--- src/rtl/pb_pkg.sv ---
// ============================================================================
// Module  : pb_pkg
// Brief   : Shared defaults and filter state encoding for pb_debounce.
// Revision: 1.0 - initial release
// ============================================================================
`default_nettype none

package pb_pkg;

    localparam int PB_WIDTH           = 5;
    localparam int PB_CNT_W           = 16;
    localparam int PB_DEBOUNCE_CYCLES = 50000;

    typedef enum logic [0:0] {
        ST_IDLE  = 1'b0,
        ST_COUNT = 1'b1
    } pb_state_t;

endpackage

`default_nettype wire

--- src/rtl/pb_debounce_if.sv ---
// ============================================================================
// Module  : pb_debounce_if
// Brief   : Button bus between board pins/CPU port and pb_debounce.
//           Sticky signals exist only when PB_DEBOUNCE_STICKY_EN is defined.
// Revision: 1.0 - initial release
// ============================================================================
`default_nettype none

interface pb_debounce_if #(
    parameter int WIDTH = pb_pkg::PB_WIDTH
);
    logic [WIDTH-1:0] pb_raw;
    logic [WIDTH-1:0] pb_level;
    logic [WIDTH-1:0] pb_press;
    logic [WIDTH-1:0] pb_release;
`ifdef PB_DEBOUNCE_STICKY_EN
    logic [WIDTH-1:0] sticky_clr;
    logic [WIDTH-1:0] pb_sticky;

    modport master (output pb_raw, output sticky_clr,
                    input  pb_level, input pb_press, input pb_release, input pb_sticky);
    modport slave  (input  pb_raw, input  sticky_clr,
                    output pb_level, output pb_press, output pb_release, output pb_sticky);
`else
    modport master (output pb_raw,
                    input  pb_level, input pb_press, input pb_release);
    modport slave  (input  pb_raw,
                    output pb_level, output pb_press, output pb_release);
`endif
endinterface

`default_nettype wire

--- src/rtl/pb_debounce_ch.sv ---
// ============================================================================
// Module  : pb_debounce_ch
// Brief   : One button channel: 2-flop synchronizer, stability counter,
//           debounced level, press/release pulses, optional sticky flag
//           (PB_DEBOUNCE_STICKY_EN).
// Revision: 1.0 - initial release
// ============================================================================
`default_nettype none

module pb_debounce_ch
    import pb_pkg::*;
#(
    parameter int CNT_W           = PB_CNT_W,
    parameter int DEBOUNCE_CYCLES = PB_DEBOUNCE_CYCLES
) (
    input  wire logic clk,
    input  wire logic rst,
    input  wire logic i_pb_raw,
`ifdef PB_DEBOUNCE_STICKY_EN
    input  wire logic i_sticky_clr,
    output logic      o_sticky,
`endif
    output logic      o_level,
    output logic      o_press,
    output logic      o_release
);

    localparam logic [CNT_W-1:0] c_LAST = CNT_W'(DEBOUNCE_CYCLES - 1);

    logic             r_sync1;
    logic             r_sync2;
    logic             r_level;
    logic             r_press;
    logic             r_release;
    logic [CNT_W-1:0] r_cnt;
    pb_state_t        r_state;

    logic w_mismatch;
    logic w_done;

    assign w_mismatch = (r_sync2 != r_level);
    // Counter is 0 in IDLE, so w_done there only holds for DEBOUNCE_CYCLES == 1.
    assign w_done     = (r_cnt == c_LAST);

    always_ff @(posedge clk) begin
        if (rst) begin
            r_sync1   <= 1'b0;
            r_sync2   <= 1'b0;
            r_level   <= 1'b0;
            r_press   <= 1'b0;
            r_release <= 1'b0;
            r_cnt     <= '0;
            r_state   <= ST_IDLE;
        end else begin
            r_sync1   <= i_pb_raw;
            r_sync2   <= r_sync1;
            r_press   <= 1'b0;
            r_release <= 1'b0;
            case (r_state)
                ST_IDLE: begin
                    if (w_mismatch) begin
                        if (w_done) begin
                            r_level   <= r_sync2;
                            r_press   <= r_sync2;
                            r_release <= ~r_sync2;
                        end else begin
                            r_cnt   <= CNT_W'(1);
                            r_state <= ST_COUNT;
                        end
                    end
                end
                ST_COUNT: begin
                    if (!w_mismatch) begin
                        r_cnt   <= '0;
                        r_state <= ST_IDLE;
                    end else if (w_done) begin
                        r_level   <= r_sync2;
                        r_press   <= r_sync2;
                        r_release <= ~r_sync2;
                        r_cnt     <= '0;
                        r_state   <= ST_IDLE;
                    end else begin
                        r_cnt <= r_cnt + CNT_W'(1);
                    end
                end
                default: begin
                    r_cnt   <= '0;
                    r_state <= ST_IDLE;
                end
            endcase
        end
    end

    assign o_level   = r_level;
    assign o_press   = r_press;
    assign o_release = r_release;

`ifdef PB_DEBOUNCE_STICKY_EN
    logic r_sticky;
    logic w_set;

    // Same condition that raises r_press; set dominates clear so no press is lost.
    assign w_set = w_mismatch && w_done && r_sync2;

    always_ff @(posedge clk) begin
        if (rst) begin
            r_sticky <= 1'b0;
        end else if (w_set) begin
            r_sticky <= 1'b1;
        end else if (i_sticky_clr) begin
            r_sticky <= 1'b0;
        end
    end

    assign o_sticky = r_sticky;
`endif

endmodule

`default_nettype wire

--- src/rtl/pb_debounce.sv ---
// ============================================================================
// Module  : pb_debounce
// Brief   : WIDTH independent push-button debounce channels.
//           Optional sticky press latch: PB_DEBOUNCE_STICKY_EN.
// Revision: 1.0 - initial release
// ============================================================================
`default_nettype none

module pb_debounce
    import pb_pkg::*;
#(
    parameter int WIDTH           = PB_WIDTH,
    parameter int CNT_W           = PB_CNT_W,
    parameter int DEBOUNCE_CYCLES = PB_DEBOUNCE_CYCLES
) (
    input  wire logic     clk,
    input  wire logic     rst,
    pb_debounce_if.slave  pb
);

    generate
        for (genvar i = 0; i < WIDTH; i++) begin : g_ch
            pb_debounce_ch #(
                .CNT_W           (CNT_W),
                .DEBOUNCE_CYCLES (DEBOUNCE_CYCLES)
            ) u_ch (
                .clk          (clk),
                .rst          (rst),
                .i_pb_raw     (pb.pb_raw[i]),
`ifdef PB_DEBOUNCE_STICKY_EN
                .i_sticky_clr (pb.sticky_clr[i]),
                .o_sticky     (pb.pb_sticky[i]),
`endif
                .o_level      (pb.pb_level[i]),
                .o_press      (pb.pb_press[i]),
                .o_release    (pb.pb_release[i])
            );
        end
    endgenerate

endmodule

`default_nettype wire

--- src/flat_wrapper.sv ---
// flat-port wrapper written by rule: the top's interface ports become plain ports
module pb_debounce_flat import pb_pkg::*;
#(
    parameter int WIDTH           = PB_WIDTH,
    parameter int CNT_W           = PB_CNT_W,
    parameter int DEBOUNCE_CYCLES = PB_DEBOUNCE_CYCLES
)
  (clk, rst, pb_pb_raw, pb_pb_level, pb_pb_press, pb_pb_release);
  pb_debounce_if #(.WIDTH(WIDTH)) pb_i ();
  input  wire logic clk;
  input  wire logic rst;
  input wire logic [$bits(pb_i.pb_raw)-1:0] pb_pb_raw;
  output wire logic [$bits(pb_i.pb_level)-1:0] pb_pb_level;
  output wire logic [$bits(pb_i.pb_press)-1:0] pb_pb_press;
  output wire logic [$bits(pb_i.pb_release)-1:0] pb_pb_release;
  assign pb_i.pb_raw = pb_pb_raw;
  assign pb_pb_level = pb_i.pb_level;
  assign pb_pb_press = pb_i.pb_press;
  assign pb_pb_release = pb_i.pb_release;
  pb_debounce #(.WIDTH(WIDTH), .CNT_W(CNT_W), .DEBOUNCE_CYCLES(DEBOUNCE_CYCLES)) u_core (.clk(clk), .rst(rst), .pb(pb_i));
endmodule
--- config.mk ---
export PLATFORM = sky130hd
export DESIGN_NAME = pb_debounce_flat
export DESIGN_NICKNAME = d
export VERILOG_FILES = /design/src/rtl/pb_pkg.sv /design/src/rtl/pb_debounce_if.sv /design/src/rtl/pb_debounce_ch.sv /design/src/rtl/pb_debounce.sv /design/src/flat_wrapper.sv
export SDC_FILE = /design/constraint.sdc
export NUM_CORES = 1
export LEC_CHECK = 0
export CAP_MARGIN = 20
export CORE_MARGIN = 2
export CORE_UTILIZATION = 30
export CTS_BUF_LIST = sky130_fd_sc_hd__clkbuf_4 sky130_fd_sc_hd__clkbuf_8
export CTS_CLUSTER_DIAMETER = 30
export DETAILED_ROUTE_END_ITERATION = 8
export PLACE_DENSITY_LB_ADDON = 0.1
export SYNTH_ARGS = -nofsm -noshare
export SYNTH_HDL_FRONTEND = slang
export SYNTH_SLANG_ARGS = --single-unit
--- constraint.sdc ---
create_clock -name clk -period 2.1 [get_ports clk]
set_input_delay 0.42 -clock clk [delete_from_list [all_inputs] [get_ports clk]]
set_output_delay 0.42 -clock clk [all_outputs]
set_load 0.02 [all_outputs]
==> results list, run 1 <==
- Sequential cell fraction of total power: 57.3%
* Pin count of the biggest net entering global routing: 44
* Depth of the worst register-to-register path: 5
* Clock slew at reported path FFs: approximately 0.11 ns
- In this run the worst hold path is classified as in -> reg.
- Drc violations: 0
- After detailed placement, the design holds a cell count of 819.
* Status: finished clean
* H-Tree Depth: 3
- Once detail routing completed, the nets flagged for antenna violations numbered 0.
- Terminus of the critical flop-to-flop path: u_core.g_ch[1].u_ch.r_cnt[14]
- Number of max-cap violations: 0
- Counting instances, the worst hold path has a depth of 2.
- The floorplan step defined a die boundary enclosing roughly 19000 sq um.
* Nets: 617
* Unique cell type count in the Yosys netlist: 58
- Once the floorplan was initialized, standard cells occupied 30.8% of the core.
* Die Span X: 138 um
- The layout has 1823 filler cells.
- Leading cell types by total area after synthesis: sky130_fd_sc_hd__dfxtp_1, sky130_fd_sc_hd__xor2_1, sky130_fd_sc_hd__nand3_1
- STA classifies the critical path endpoint as a flop.
- Dividing the detail-routed wire length by the instance count gives 14.2 um.
* Startpoint of the worst-slack reg-to-reg timing path: u_core.g_ch[1].u_ch.r_cnt[0]
- Clock latency at the later pin of the worst-skew pair: 0.39 ns
- Final worst path period need: 1.99 ns
- Counting the buffers created by CTS gives 9.
* Destination of the worst hold path: u_core.g_ch[0].u_ch.o_level
* Clock share of power: 39.0%
- Most instantiated flip-flop cell in the synthesis netlist: sky130_fd_sc_hd__dfxtp_1
- IR analysis of the VDD net gives a maximum drop of approximately 0.00037 V.
* DPL Wire Length: 8080 um
- During synthesis, Yosys emitted a total of 0 warnings.
- Across every metal layer, demand over resource in global routing totals 13.3%.
- Counting every net in the synthesized netlist gives 605.
* CP required: 2.38 ns
- Final setup violation count: 0
* Total gr overflow: 0
- Setup TNS after final layout: 0 ns
- Final count of hold timing violations: 0
- Broken down by cell family, the worst path's largest delay share belongs to simple AND/OR/NAND/NOR gates.
* Global-route wire length before repair: 20500 um
- The routed layout has 4411 vias.
- Area Overhead vs Synth: 12.6%
* Synthesized area per cell: 9.06 sq um
- Power dissipated by switching net loads: 871 uW
* Highest net fanout along the worst path: 5
* Area fraction of the dominant cell type after synthesis: 41.0%
- Data arrives at the worst endpoint at 2.27 ns.
* Via density per instance: 5.28
- Transition time at the pin with the least slew margin: 0.641 ns
- Measured against its own limit, the worst slew margin works out to between 50% and 60%.
* Slew Limit Fails: 0
* Number of primary I/O pins: 22
- Static timing analysis puts the maximum clock frequency at between 500 and 600 MHz.
* Max stage delay cell, worst path: sky130_fd_sc_hd__or4_4
- Between clock sinks in the finished design, the worst skew comes to between 0.015 and 0.02 ns.
- The routed design has 11900 um of wire.
- Max clock buf depth: 2
- Clock Sinks: 110
- Library cell used as clock root buffer: sky130_fd_sc_hd__clkbuf_8
- Post-synth top area cell: sky130_fd_sc_hd__dfxtp_1
- STA classifies the critical path startpoint as a flop.
- Critical path cell sequence: ha_2 > nand3_2 > or4_4 > or3_1 > a221oi_1
- Area of the core: 17400 sq um
- In this run the register-to-register setup slack is approximately 0.11 ns.
- The congestion estimate from routability-driven global placement came to 0.784.
- Proportion of total power due to net switching: 23.6%
- Crit path setup slack, layout: between 0.1 and 0.15 ns
- Hold timing on the final database bottoms out at a slack of 0.447 ns.
* Setup slack after placement: 0.142 ns
- Share of the yosys chip area belonging to registers: 41.0%
- The number of global-route vias before repair came to 4186.
* Post-synth design cell area: 5370 sq um
* Power Internal: 2820 uW
- Syn Inst Count: 593
- In this run the most critical hold path is launched from rst.
* Number of standard cells in the layout, taps in and fillers out: 835
- Maximum cell stage delay along the critical path: 0.55 ns
* Ys async rst share: 0%
* Quantity of I/O buffers inserted on ports: 21
* Antenna violations before repair: 0
- Row Count: 48
- In this run, the number of DRC markers left after iteration 0 of detailed routing was 226.
- In the finished design, the share of the clock period the worst path needs comes to approximately 95%.
* Power density of the placed cells: 610 nW/um^2
- Diode count: 0
- Reported leakage power: 0.00183 uW
- Setup repair after global routing left no endpoint under its margin.
- Of the total power, combinational logic draws 3.7%.
- Total iterations of the first detailed-routing run: 4
- The number of buffers and inverters on the critical path is 0.
- Counting flops with a built-in enable in the synthesized netlist gives 0.
- Layout cells sized above 1: 10.2%
* Number of buffers inserted to repair setup after CTS: 0
- TritonCTS clock tree: done
* Number of storage elements in the synthesis netlist: 110
- In this run the vertical extent of the chip is 138 um.
- Type of the worst setup path: reg -> reg
synthesized netlist by cell type (6+ instances only):
cell	count
sky130_fd_sc_hd__nor3_1	7
sky130_fd_sc_hd__and3_1	12
sky130_fd_sc_hd__mux2i_1	7
sky130_fd_sc_hd__nor2_1	34
sky130_fd_sc_hd__xor2_1	25
sky130_fd_sc_hd__nand2_1	33
sky130_fd_sc_hd__a31oi_1	10
sky130_fd_sc_hd__nand4b_1	11
sky130_fd_sc_hd__a21oi_1	17
sky130_fd_sc_hd__nor2b_1	14
sky130_fd_sc_hd__clkbuf_1	21
sky130_fd_sc_hd__a221oi_1	8
sky130_fd_sc_hd__a211oi_1	23
sky130_fd_sc_hd__or3_1	17
sky130_fd_sc_hd__and4_1	13
sky130_fd_sc_hd__xnor2_1	18
sky130_fd_sc_hd__inv_1	14
sky130_fd_sc_hd__buf_4	15
sky130_fd_sc_hd__nor4b_1	13
sky130_fd_sc_hd__buf_2	6
sky130_fd_sc_hd__and4b_1	7
sky130_fd_sc_hd__dfxtp_1	110
sky130_fd_sc_hd__nor3b_1	8
sky130_fd_sc_hd__nand4_1	25
sky130_fd_sc_hd__o21ai_0	17
sky130_fd_sc_hd__o211ai_1	12
sky130_fd_sc_hd__nor4_1	6
sky130_fd_sc_hd__nand3_1	40
cells in the final DEF (no fill, tap or decap), drive strengths merged, types with 2 or more instances in the layout:
cell type	synthesis	routed
xnor2	18	18
nor3	7	7
nand4	26	26
nand2	33	33
and4	14	14
inv	14	16
nor4b	13	13
nand3b	2	2
clkbuf	22	12
a211oi	23	23
nand3	41	41
o21ai	18	18
ha	5	5
nand4b	11	11
and2	3	3
nor2b	14	14
or3	20	20
nor4	7	7
and4b	7	7
buf	22	25
or4	6	6
or2	3	3
and3	13	13
o211ai	12	12
a31oi	10	10
mux2i	7	7
a21oi	17	17
o31ai	4	4
nor2	34	34
nor3b	8	8
clkdlybuf4s50	0	20
a221oi	12	12
a41oi	2	2
dfxtp	110	110
xor2	25	25
per-layer routing:
layer / part of all wire (%) / GRT usage [%]
met1: 50 / 18.0
met2: 46 / 20.8
met3: 3.5 / 3.79
met4: 1.3 / 3.74
met5: 0 / 0
power groups by stage:
stage	Clock, uW	Sequential [uW]	Combinational [uW]
after floorplan	0	2160	88.2
after global routing	1600	2120	152
final	1440	2110	136
after CTS	1520	2120	138
after global placement	0	2160	135
after detailed placement	0	2160	138
area by class of cell:
type / count / area, sq um / share of cell area, %
multi-input combinational: 425 / 2890 / 47.8
sequential: 110 / 2200 / 36.4
timing repair buffer: 45 / 400 / 6.62
tap: 225 / 282 / 4.65
clock buffer: 12 / 165 / 2.73
clock inverter: 4 / 58.8 / 0.972
inverter: 14 / 52.6 / 0.869
registers in the layout, indices dropped and copies added (netlist names):
register and count:
u_core.g_ch.u_ch.o_release 5, u_core.g_ch.u_ch.o_press 5, u_core.g_ch.u_ch.r_state 5, u_core.g_ch.u_ch.r_sync1 5, u_core.g_ch.u_ch.r_sync2 5, u_core.g_ch.u_ch.r_cnt 80, u_core.g_ch.u_ch.o_level 5
worst max-delay path by stage:
stage | end | from | cells past startpoint | slack (ns)
final | u_core.g_ch[1].u_ch.r_cnt[14] | u_core.g_ch[1].u_ch.r_cnt[0] | 5 | 0.11
after floorplan | u_core.g_ch[0].u_ch.r_cnt[10] | u_core.g_ch[0].u_ch.r_cnt[0] | 5 | 0.24
after global routing | u_core.g_ch[1].u_ch.r_cnt[14] | u_core.g_ch[1].u_ch.r_cnt[0] | 5 | 0.001
after detailed placement | u_core.g_ch[1].u_ch.r_cnt[14] | u_core.g_ch[1].u_ch.r_cnt[0] | 5 | 0.14
after CTS | u_core.g_ch[1].u_ch.r_cnt[14] | u_core.g_ch[1].u_ch.r_cnt[0] | 5 | 0.09
after global placement | u_core.g_ch[1].u_ch.r_cnt[12] | u_core.g_ch[1].u_ch.r_cnt[0] | 5 | 0.20
repair_timing:
item                                    in CTS  in global routing
gates resized for setup                      0                  4
hold endpoints to repair                     0                  0
hold buffers                                 0                  0
endpoints found under the setup margin       0                  6
stage by stage:
stage                     total power [uW]  utilization [%]  area, sq um
after floorplan                       2250                -         5370
after global placement                2300             33.4         5820
after detailed placement              2300             33.4         5820
after CTS                             3770             34.7         6040
after global routing                  3870             34.7         6050
final                                 3690             34.7         6050
logic make-up after synthesis:
kind of cell	Yosys count	share of synthesized area, %
AND/OR/NAND/NOR	267	30.5
flip-flops	110	41.0
AO/OA/AOI/OAI	102	13.4
buffers and inverters	58	5.40
XOR/XNOR	43	7.01
multiplexers	8	1.51
adder cells (fa/ha/maj)	5	1.16
Power figures use the tool's default switching activity.
==> run 2, diff against run 1 <==
- clock period: 2.1 -> 2.2 ns (I/O delays scaled with it)
==> results list, run 2 (same netlist as run 1, synthesis figures left out) <==
- Crit path launch type: flop
* Slew Limit Fails: 0
- Per report_power, the clock group accounts for 35.3% of the total.
* Unrepaired setup endpoints after global routing: no
- The flow ran to the end, and the final reports show no timing, DRC or antenna violations.
- STA classifies the critical path endpoint as a flop.
- Number of gates resized after cts: 0
* Final WL: 11700 um
- The worst setup path is of the reg -> reg kind.
* Highest clock frequency the design can meet: 500 MHz
- Sequential cell fraction of total power: approximately 61%
- Setup TNS after final layout: 0 ns
* Final worst path period need: 2.00 ns
- The share of total power dissipated in combinational logic is 4.0%.
- The completed layout was analyzed and its total power is 3320 uW.
- Kind of path behind the tightest hold check: in -> reg
- The die is 138 um wide.
- In this run the vertical extent of the chip is 138 um.
* Via count of the first global-routing pass: 4124
- The cell sitting at the root of the clock tree is a sky130_fd_sc_hd__clkbuf_8.
- Max-Slew Margin vs Limit: 61.9%
* Number of buffers inserted to repair setup after CTS: 0
- The congestion estimate from routability-driven global placement came to 0.806.
- The number of hold buffers added after CTS was 0.
- Area of the core: 17400 sq um
* Post-Place Cells: 820
- Most frequent standard cell in the layout excluding fill and tap cells: sky130_fd_sc_hd__dfxtp_1
- Initial Utilization: a little under a third
- Internal power comes to 2490 uW.
- The initial antenna violation count is 0.
- Worst-case register-to-register setup slack: 0.20 ns
- In the final routed layout, each cell accounts on average for 14.0 um.
* Number of max-cap violations: 0
- Number of clock buffers inserted by TritonCTS: 9
- In this run the remaining antenna-violating nets after routing total 0.
* Number of primary I/O pins: 22
- Row Count: 48
- Transition time at the pin with the least slew margin: 0.572 ns
- Reported leakage power: 0.00181 uW
* Hold Path Origin: rst
* Die Outline Area: between 15000 and 20000 sq um
* Nets: about 600
* TritonCTS clock tree: done
- Entering global routing, the biggest net connects 41 pins.
- Count of cells along the worst hold path: 2
- Final setup violation count: 0
- Drc violations: 0
* Max clock buf depth: 2
- The wire-length estimate of the detail-placed layout is 8010 um.
- Destination of the worst hold path: u_core.g_ch[0].u_ch.r_sync1
- The first global-routing pass estimated 19900 um of wire.
- IR analysis of the VDD net gives a maximum drop of 0.000231 V.
* Clock latency at the later pin of the worst-skew pair: 0.39 ns
- Power dissipated by switching net loads: about 830 uW
* H-Tree Depth: 3
* Vias after detailed routing: about 4.4k
* Total iterations of the first detailed-routing run: 4
* Power density of the placed cells: 554 nW/um^2
- The clock drives between 100 and 150 sinks.
- Dividing the final minimum period by the clock period gives 90.8%.
- Buffers placed on the I/O ports in this run total 21.
- In this run switching power makes up between 20 and 30% of total power.
- Final count of hold timing violations: 0
- Layout Skew: 0.00711 ns
- The count of cells in the finished layout, fillers not included, comes to 835.
- Layout cells sized above 1: 9.51%
* Worst path arrival time: 2.29 ns
- Clock slew at reported path FFs: 0.11 ns
- The worst register-to-register path begins at u_core.g_ch[1].u_ch.r_cnt[0].
- Depth of the worst register-to-register path: 5
- The register with the most flip-flops in the layout has 80 of them.
- Summed over all layers, the global routing overflow is 0.
- From synthesis to final layout, the design area changed by 11.7%.
- Along the worst path, the maximum fanout reaches 5.
- Leaving out fill and tap cells, the most frequent cells in the layout are sky130_fd_sc_hd__dfxtp_1, sky130_fd_sc_hd__nand3_1, sky130_fd_sc_hd__nor2_1.
* Drt first-iter violations: 217
- Terminus of the critical flop-to-flop path: u_core.g_ch[1].u_ch.r_cnt[14]
- Diode count: 0
- Via density per instance: 5.23
- All-layer global routing usage: 13.0%
* Register name with the most flops: u_core.g_ch.u_ch.r_cnt
* CP required: 2.49 ns
[run 2: how the worst max path moves through the flow]
stage	from	to	slack, ns	depth (start not counted)
after floorplan	u_core.g_ch[0].u_ch.r_cnt[0]	u_core.g_ch[0].u_ch.r_cnt[10]	0.34	5
after global placement	u_core.g_ch[3].u_ch.r_cnt[0]	u_core.g_ch[3].u_ch.o_press	0.29	6
after detailed placement	u_core.g_ch[3].u_ch.r_cnt[0]	u_core.g_ch[3].u_ch.r_cnt[5]	0.23	5
after CTS	u_core.g_ch[1].u_ch.r_cnt[0]	u_core.g_ch[1].u_ch.r_cnt[14]	0.19	5
after global routing	u_core.g_ch[1].u_ch.r_cnt[0]	u_core.g_ch[1].u_ch.r_cnt[12]	0.05	5
final	u_core.g_ch[1].u_ch.r_cnt[0]	u_core.g_ch[1].u_ch.r_cnt[14]	0.20	5
[run 2: final cells by class]
cell class / instances / area, sq um
Clock buffer: 10 / 131
Inverter: 14 / 52.6
Sequential cell: 110 / 2200
Multi-Input combinational cell: 425 / 2880
Fill cell: 1805 / 11400
Timing Repair Buffer: 46 / 408
Tap cell: 225 / 282
Clock inverter: 5 / 43.8
[run 2: routing by layer]
layer | global-route usage (%) | share of wire, % | up-vias
met4 | 4.08 | 1.2 | 0
li1 | - | - | 2233
met2 | 20.7 | 45 | 48
met3 | 3.64 | 3.0 | 9
met1 | 17.2 | 50 | 2077
met5 | 0 | 0 | -
[run 2: worst max-delay path, stage by stage, from the launching register on]
cell and delay, ns:
sky130_fd_sc_hd__dfxtp_1 0.38, sky130_fd_sc_hd__ha_1 0.22, sky130_fd_sc_hd__nand3_2 0.14, sky130_fd_sc_hd__or4_4 0.55, sky130_fd_sc_hd__or3_1 0.33, sky130_fd_sc_hd__a221oi_1 0.28
[run 2: metrics by stage]
stage	setup slack [ns]	util [%]	instance area, sq um	hold slack, ns
2_1_floorplan	0.339	-	5370	0.414
3_3_place_gp	0.291	33.4	5820	0.422
3_5_place_dp	0.233	33.4	5820	0.426
4_1_cts	0.187	34.4	6000	0.414
5_1_grt	0.0468	34.4	6000	0.439
6_report	0.201	34.4	6000	0.440
[run 2: power groups by stage]
| stage | clock, uW | combinational, uW | sequential, uW |
|---|---|---|---|
| global placement | 0 | 132 | 2060 |
| finish | 1170 | 132 | 2020 |
| global route | 1300 | 147 | 2020 |
| floorplan | 0 | 84.2 | 2060 |
| CTS | 1250 | 133 | 2020 |
| detailed placement | 0 | 133 | 2060 |
==> run 3, diff against run 2 <==
- GPL_ROUTABILITY_DRIVEN: not set -> 0
==> results of run 3 <==
Same layout as run 2: the final DEF is identical, and so are final timing and power.
